==> config.mk <==
export PLATFORM = sky130hd
export DESIGN_NAME = program_loader
export DESIGN_NICKNAME = d
export VERILOG_FILES = /design/src/rtl/program_loader.sv
export SDC_FILE = /design/constraint.sdc
export NUM_CORES = 1
export LEC_CHECK = 0
export CAP_MARGIN = 20
export CORE_ASPECT_RATIO = 1.2
export CORE_MARGIN = 4
export CORE_UTILIZATION = 39
export CTS_CLUSTER_DIAMETER = 200
export DETAILED_ROUTE_END_ITERATION = 10
export PLACE_DENSITY = 0.61
export SYNTH_ARGS = -nofsm -noshare
export SYNTH_HDL_FRONTEND = slang
export SYNTH_SLANG_ARGS = --single-unit
==> constraint.sdc <==
create_clock -name clock -period 2.1 [get_ports clock]
set_input_delay 0.42 -clock clock [delete_from_list [all_inputs] [get_ports clock]]
set_output_delay 0.42 -clock clock [all_outputs]
set_load 0.005 [all_outputs]
==> src/rtl/program_loader.sv <==
// Bit-serial program loader: receives framed 16-bit words (start, MSB-first data, stop),
// treats the first as a word count and writes the following words to memory from address 0.
module program_loader #(
    parameter int CLKS_PER_BIT = 4,
    parameter int ADDR_WIDTH   = 8,
    parameter int MEM_DEPTH    = 256
) (
    input  logic                  clock,
    input  logic                  reset,
    input  logic                  serialIn,
    output logic                  memWrite,
    output logic [ADDR_WIDTH-1:0] memAddress,
    output logic [15:0]           memWriteData,
    output logic                  cpuHold,
    output logic                  loadDone,
    output logic                  loadError
);
    localparam int TW = $clog2(CLKS_PER_BIT + 1);
    localparam logic [TW-1:0] T_FULL = TW'(CLKS_PER_BIT);
    localparam logic [TW-1:0] T_HALF = TW'(CLKS_PER_BIT / 2);
    localparam logic [TW-1:0] T_ONE  = TW'(1);
    localparam logic [31:0]   DEPTH  = 32'(MEM_DEPTH);

    localparam logic [2:0] S_IDLE  = 3'd0;
    localparam logic [2:0] S_START = 3'd1;
    localparam logic [2:0] S_DATA  = 3'd2;
    localparam logic [2:0] S_STOP  = 3'd3;
    localparam logic [2:0] S_WRITE = 3'd4;
    localparam logic [2:0] S_DONE  = 3'd5;
    localparam logic [2:0] S_ERROR = 3'd6;

    logic [2:0]            state_q, state_d;
    logic [TW-1:0]         timer_q, timer_d;
    logic [4:0]            bitcnt_q, bitcnt_d;
    logic [15:0]           shift_q, shift_d;
    logic                  hdr_q, hdr_d;
    logic [15:0]           remaining_q, remaining_d;
    logic [ADDR_WIDTH-1:0] addr_q, addr_d;
    logic [15:0]           wdata_q, wdata_d;
    logic                  wr_q, wr_d;
    logic                  hold_q, hold_d;
    logic                  done_q, done_d;
    logic                  err_q, err_d;
    logic                  sync1_q, sync2_q;
    logic                  rx_s;
    logic                  expire_s;

    assign rx_s     = sync2_q;
    assign expire_s = (timer_q == T_ONE);

    // Two-flop synchronizer for the asynchronous serial line (idles high).
    always_ff @(posedge clock or posedge reset) begin
        if (reset) begin
            sync1_q <= 1'b1;
            sync2_q <= 1'b1;
        end else begin
            sync1_q <= serialIn;
            sync2_q <= sync1_q;
        end
    end

    // Frame receiver, header handling and memory write sequencing.
    always_comb begin
        state_d     = state_q;
        timer_d     = timer_q;
        bitcnt_d    = bitcnt_q;
        shift_d     = shift_q;
        hdr_d       = hdr_q;
        remaining_d = remaining_q;
        addr_d      = addr_q;
        wdata_d     = wdata_q;
        wr_d        = 1'b0;
        hold_d      = hold_q;
        done_d      = done_q;
        err_d       = err_q;
        case (state_q)
            S_IDLE: begin
                if (!rx_s) begin
                    state_d = S_START;
                    timer_d = T_HALF;
                end else begin
                    state_d = S_IDLE;
                end
            end
            S_START: begin
                if (expire_s) begin
                    if (!rx_s) begin
                        state_d  = S_DATA;
                        timer_d  = T_FULL;
                        bitcnt_d = 5'd0;
                    end else begin
                        state_d = S_IDLE;
                    end
                end else begin
                    timer_d = timer_q - T_ONE;
                end
            end
            S_DATA: begin
                if (expire_s) begin
                    shift_d  = {shift_q[14:0], rx_s};
                    timer_d  = T_FULL;
                    bitcnt_d = bitcnt_q + 5'd1;
                    if (bitcnt_q == 5'd15) begin
                        state_d = S_STOP;
                    end else begin
                        state_d = S_DATA;
                    end
                end else begin
                    timer_d = timer_q - T_ONE;
                end
            end
            S_STOP: begin
                if (expire_s) begin
                    if (!rx_s) begin
                        state_d = S_ERROR;
                        err_d   = 1'b1;
                    end else if (!hdr_q) begin
                        if (shift_q == 16'd0) begin
                            state_d = S_DONE;
                            done_d  = 1'b1;
                            hold_d  = 1'b0;
                        end else if ({16'd0, shift_q} > DEPTH) begin
                            state_d = S_ERROR;
                            err_d   = 1'b1;
                        end else begin
                            state_d     = S_IDLE;
                            remaining_d = shift_q;
                            hdr_d       = 1'b1;
                        end
                    end else begin
                        state_d = S_WRITE;
                        wr_d    = 1'b1;
                        wdata_d = shift_q;
                    end
                end else begin
                    timer_d = timer_q - T_ONE;
                end
            end
            S_WRITE: begin
                remaining_d = remaining_q - 16'd1;
                // The final address is kept rather than stepped past MEM_DEPTH-1.
                if (remaining_q == 16'd1) begin
                    state_d = S_DONE;
                    done_d  = 1'b1;
                    hold_d  = 1'b0;
                end else begin
                    state_d = S_IDLE;
                    addr_d  = addr_q + ADDR_WIDTH'(1);
                end
            end
            S_DONE: begin
                state_d = S_DONE;
            end
            S_ERROR: begin
                state_d = S_ERROR;
            end
            default: begin
                state_d = S_ERROR;
                err_d   = 1'b1;
                done_d  = 1'b0;
                hold_d  = 1'b1;
            end
        endcase
    end

    // State and output registers.
    always_ff @(posedge clock or posedge reset) begin
        if (reset) begin
            state_q     <= S_IDLE;
            timer_q     <= '0;
            bitcnt_q    <= 5'd0;
            shift_q     <= 16'd0;
            hdr_q       <= 1'b0;
            remaining_q <= 16'd0;
            addr_q      <= '0;
            wdata_q     <= 16'd0;
            wr_q        <= 1'b0;
            hold_q      <= 1'b1;
            done_q      <= 1'b0;
            err_q       <= 1'b0;
        end else begin
            state_q     <= state_d;
            timer_q     <= timer_d;
            bitcnt_q    <= bitcnt_d;
            shift_q     <= shift_d;
            hdr_q       <= hdr_d;
            remaining_q <= remaining_d;
            addr_q      <= addr_d;
            wdata_q     <= wdata_d;
            wr_q        <= wr_d;
            hold_q      <= hold_d;
            done_q      <= done_d;
            err_q       <= err_d;
        end
    end

    assign memWrite     = wr_q;
    assign memAddress   = addr_q;
    assign memWriteData = wdata_q;
    assign cpuHold      = hold_q;
    assign loadDone     = done_q;
    assign loadError    = err_q;

endmodule
Word-level counts from Yosys, hierarchy flattened
Cells that the tools add are included.

Register bits: 74. Logic and storage cells: 117. Output and inout port bits: 28. Input port bits: 3.

Bitwise operators: 3. Equal/unequal tests: 25. Add/sub/neg operators: 4. Reduce and logical (&&, ||, !) cells: 17. $lt $le $gt $ge: 1. Mux-type cells: 53.

Operators with widths (count): 16-bit two-way mux (5); 3-bit two-way mux (13); 16-bit one-hot mux with 2 select lines (1); 1-bit two-way mux (24); 2-bit != test, second input constant (12); 3-bit one-hot mux with 6 select lines (1); 16-bit by 1-bit == test with 1-bit output, second input constant (1); 16-bit by 9-bit > comparator with 1-bit output, second input constant (1); 16-bit zero test (1); 16-bit by 1-bit subtractor with 16-bit output, second input constant (1); 5-bit two-way mux (3); 3-bit != test, second input constant (4); 3-bit one-hot mux with 4 select lines (1); 4-bit AND reduction (3); 6-bit AND reduction (2); 5-bit one-hot mux with 2 select lines (1); 3-bit == test, second input constant (3); 8-bit by 1-bit adder with 8-bit output, second input constant (1); 3-bit by 1-bit == test with 1-bit output, second input constant (2); 3-bit by 2-bit == test with 1-bit output, second input constant (2); 1-bit one-hot mux with 3 select lines (2); 3-bit AND reduction (2); 6-bit OR reduction (1); 5-bit by 1-bit adder with 5-bit output, second input constant (1); other kinds (11) (15).

Longest topological paths before layout
Gate-level depths: netlist of run 1.

Depth after elaboration: 7. Mapped depth: 7. Mapped depth without buffers: 7.

Worst setup path after synthesis of run 1
OpenSTA, ideal clock, no wires.

Path type: reg-to-reg. Start point: register timer_q[1]. End point: register shift_q[1]. Required time: 1.975 ns. Data arrival time: 1.832 ns. Setup slack: 0.144 ns. Clock period less this slack: 1.956 ns. Library setup time: 0.125 ns. Path buffers: 1. Stages on the path, launching flop included: 7. Path through: dfrtp_1 -> inv_1 -> ha_1 -> nor3b_1 -> nand2_1 -> clkbuf_1 -> mux2_2.

Longest elaborated chain between the ends: 2.

Ends and longest elaborated chain: start, declared (RTL line 33) `logic [TW-1:0] timer_q, timer_d;`; start signal, assigned (RTL line 183) `timer_q <= timer_d;`; 3-bit by 1-bit == test with 1-bit output (RTL line 49) `assign expire_s = (timer_q == T_ONE);`; 2-bit AND reduction (no line); end signal, assigned (RTL line 185) `shift_q <= shift_d;`; end, declared (RTL line 35) `logic [15:0] shift_q, shift_d;`.

Every way passes these cells. A chain may end at the register's enable or synchronous reset.

Worst setup path after layout of run 1
Start point: register shift_q[0]. End point: register remaining_q[10].

Longest elaborated chain between the ends: 3. Elaborated cells on any way between the ends: 5. Those cells by class: order compare: 1; eq/ne: 2; reduce/logical: 2.

Ends and longest elaborated chain: 16-bit by 9-bit > comparator with 1-bit output or 16-bit zero test (tied branches) (RTL line 122, 118); 2-bit != test (no line); 6-bit AND reduction (no line) *; end signal, assigned (RTL line 187) `remaining_q <= remaining_d;`; end, declared (RTL line 37) `logic [15:0] remaining_q, remaining_d;`.

Every way passes the cells marked *; elsewhere a longest branch is shown, timed or not.

==> results.md, run 1 <==
* Die area at 11200 um^2
* Inserted Diodes at 0
* Port buffer count at 30
* Net Sw Frac at 37.6%
* Combinational share of power at 40.2%
* Area of the mapped netlist at 3710 um^2
* Synthesized Nets at 345
* Area share of the largest cell type after synthesis at 47.8%
* CTS Buf Count at 9
* Relative slew slack at 60.6%
* H-tree depth at 3
* Grt total ovfl at 0
* Minimum hold slack at 0.369 ns
* Remaining DRCs at 0
* Largest cells by area after synthesis: dfrtp_1, mux2_2, ha_1, dfstp_2, nand2_1
* First-pass GRT wire length at 13800 um
* Flops & latches, synth at 74
* FMAX at 504 MHz
* Vias in the first global route at 2852
* GPL Wtd Cong at 0.828
* Slew Viols, Final at 0
* Fin crit period at 1.99 ns
* Final WL at 8100 um
* CP Data Arrival Time at 2.23 ns
* Yosys cell types at 66
* Clk buf depth at 2
* Hold Vio Cnt, Final at 0
* Final TNS setup at 0 ns
* VDD IR max at 520 uV
* Worst-path clk slew at 0.09 ns
* Worst skew pair latency at 0.36 ns
* NumNets Final at 405
* TritonCTS Sinks at 74
* Initial antenna violation count at 0
* Tot GR Track Use at 15.0%
* Layout area overhead at 24.0%
* Chip Height at 115 um
* Crit Path Class: reg2reg
* # setup viols final at 0
* Hold crit path type: reg2reg
* Initial Util at 40.5%
* Ys flop type: dfrtp_1
* Share of power burned in registers at 38.1%
* Startpoint Class: flop
* Die width at 97.1 um
* Internal at 0.00334 W
* RSZ-0062 raised after global routing: no
* Synthesized area per cell at 11.1 um^2
* Mapped Cells at 335
* HPWL after detailed placement at 5760 um
* Status: finished, final reports clean
* Clock Skew at 0.0175 ns
* Highest net fanout along the worst path at 6
* Vias per cell at 5.54
* First-pass DRT Iterations at 4
* Final ANT Viol Nets at 0
* Routed len/inst at 15.6 um
* Leading cell type in the layout, fill and taps excluded: dfrtp_1
* Most frequent cells in the layout: dfrtp_1, mux2_2, buf_4
* Largest net degree at the start of global routing at 75
* Max-cap violation count at 0
* Pleak at 2.13 nW
* Seq/Total Area, Yosys at 50.0%
* Initial DRC Count at 195
* Clock power frac at 21.8%
* Via count at 2881
* Synth warnings at 0
* Worst EP required at 2.34 ns
* CTS tree: done
* Core region area at 9180 um^2
* NetSw at 0.00201 W
* Filler instances at 844
* I/O Pins at 31
* Share of cells above drive strength 1 at 25.3%
* Clk root buf: clkbuf_8
* Period utilisation layout at 94.6%
* Tightest Pin Transition at 0.589 ns
* Asr flop ratio synth at 100%
* Critical Path End Type: flop
* Floorplan row count at 38
* EDFF count, synth at 0
* Cell Pwr Density at 1160 nW/um^2
* Synth area leader: dfrtp_1
-- power by group through the flow --
stage	logic, W	clock network (W)	registers (W)
after floorplan	0.00140	0	0.00201
after global placement	0.00210	0	0.00205
after detailed placement	0.00213	0	0.00206
after CTS	0.00215	0.00121	0.00203
after global routing	0.00237	0.00126	0.00208
final	0.00215	0.00116	0.00204
-- worst max-delay path, stage by stage (launching register included) --
cell and delay, ns:
dfrtp_1 0.38, or4_1 0.59, o21ai_1 0.24, a41oi_2 0.16
buf_4 0.19, a221o_1 0.33
-- layout make-up --
class	instances	area, um^2	area share [%]
flip-flops and latches	74	1860	40.3
inverters	14	56.3	1.22
well taps	120	150	3.26
clock buffers	9	124	2.69
clock inverters	7	86.3	1.87
repair buffers	63	573	12.4
multi-input cells	233	1760	38.2
-- timing repair --
action                                  in CTS  in global routing
setup buffers                                0                  0
resized for setup                            0                  7
endpoints found under the setup margin       0                 13
hold buffers                                 0                  0
-- registers in the layout, summed over array words and instances, names as in the netlist, 3 cells and up --
signal / flops
state_q: 3
timer_q: 3
memWriteData: 16
shift_q: 16
bitcnt_q: 5
remaining_q: 16
memAddress: 8
-- per-layer routing --
layer  vias up  track usage, %  wire [um]
li1       1392               -          -
met1      1419            20.1       3890
met2        59            23.8       3790
met3        11            3.58        280
met4         0            5.90        143
met5         -               0          0
-- cells by family (layout without fill, tap and decap cells) --
| family | Yosys count | in the layout | share of synthesized area [%] |
|---|---|---|---|
| flops | 74 | 74 | 50.0 |
| buf+inv | 28 | 93 | 3.10 |
| compound gates | 72 | 72 | 14.7 |
| xor+xnor | 7 | 7 | 1.65 |
| fa+ha+maj | 7 | 7 | 2.36 |
| simple gates | 111 | 111 | 17.5 |
| mux | 36 | 36 | 10.8 |
-- worst paths after layout --
| check | start | endpoint | slack (ns) | depth (start not counted) |
|---|---|---|---|---|
| setup reg to reg | shift_q[0] | remaining_q[10] | 0.11 | 5 |
| min in group asynchronous | reset | bitcnt_q[1] | 0.50 | 3 |
| setup / recovery | shift_q[0] | remaining_q[10] | 0.11 | 5 |
| hold / removal | sync1_q | rx_s | 0.37 | 0 |
| hold reg to reg | sync1_q | rx_s | 0.37 | 0 |
| max in group asynchronous | reset | cpuHold | 1.22 | 3 |
-- cell usage after synthesis, types with 5 or more instances --
cell type and instances:
a211oi_1 5, nand4_1 5, nor4_1 7, clkbuf_1 11, nand2_1 21, xnor2_1 7
nor3_1 10, a21oi_1 9, nor2_1 18, mux2_2 32, inv_1 14, dfrtp_1 71
ha_1 7, and3_1 8, nand3_1 9, o21ai_0 12
-- through the flow --
| step | setup WS (ns) | instance area (um^2) | instances | utilization (%) | power, W |
|---|---|---|---|---|---|
| 2_1_floorplan | 0.144 | 3720 | 335 | - | 0.00341 |
| 3_3_place_gp | 0.0991 | 4380 | 504 | 47.7 | 0.00415 |
| 3_5_place_dp | 0.0567 | 4380 | 504 | 47.7 | 0.00419 |
| 4_1_cts | 0.0380 | 4590 | 520 | 50.0 | 0.00538 |
| 5_1_grt | 0.0000537 | 4610 | 520 | 50.2 | 0.00572 |
| 6_report | 0.114 | 4610 | 520 | 50.2 | 0.00535 |
Power figures use the tool's default switching activity.
==> inputs of run 2 (changes only) <==
--- a/config.mk
+++ b/config.mk
@@ -12,6 +12,7 @@
 export CTS_CLUSTER_DIAMETER = 200
 export DETAILED_ROUTE_END_ITERATION = 10
 export PLACE_DENSITY = 0.61
+export SLEW_MARGIN = 20
 export SYNTH_ARGS = -nofsm -noshare
 export SYNTH_HDL_FRONTEND = slang
 export SYNTH_SLANG_ARGS = --single-unit
==> results of run 2 <==
The final DEF is identical to that of run 1; final timing and power are the same.
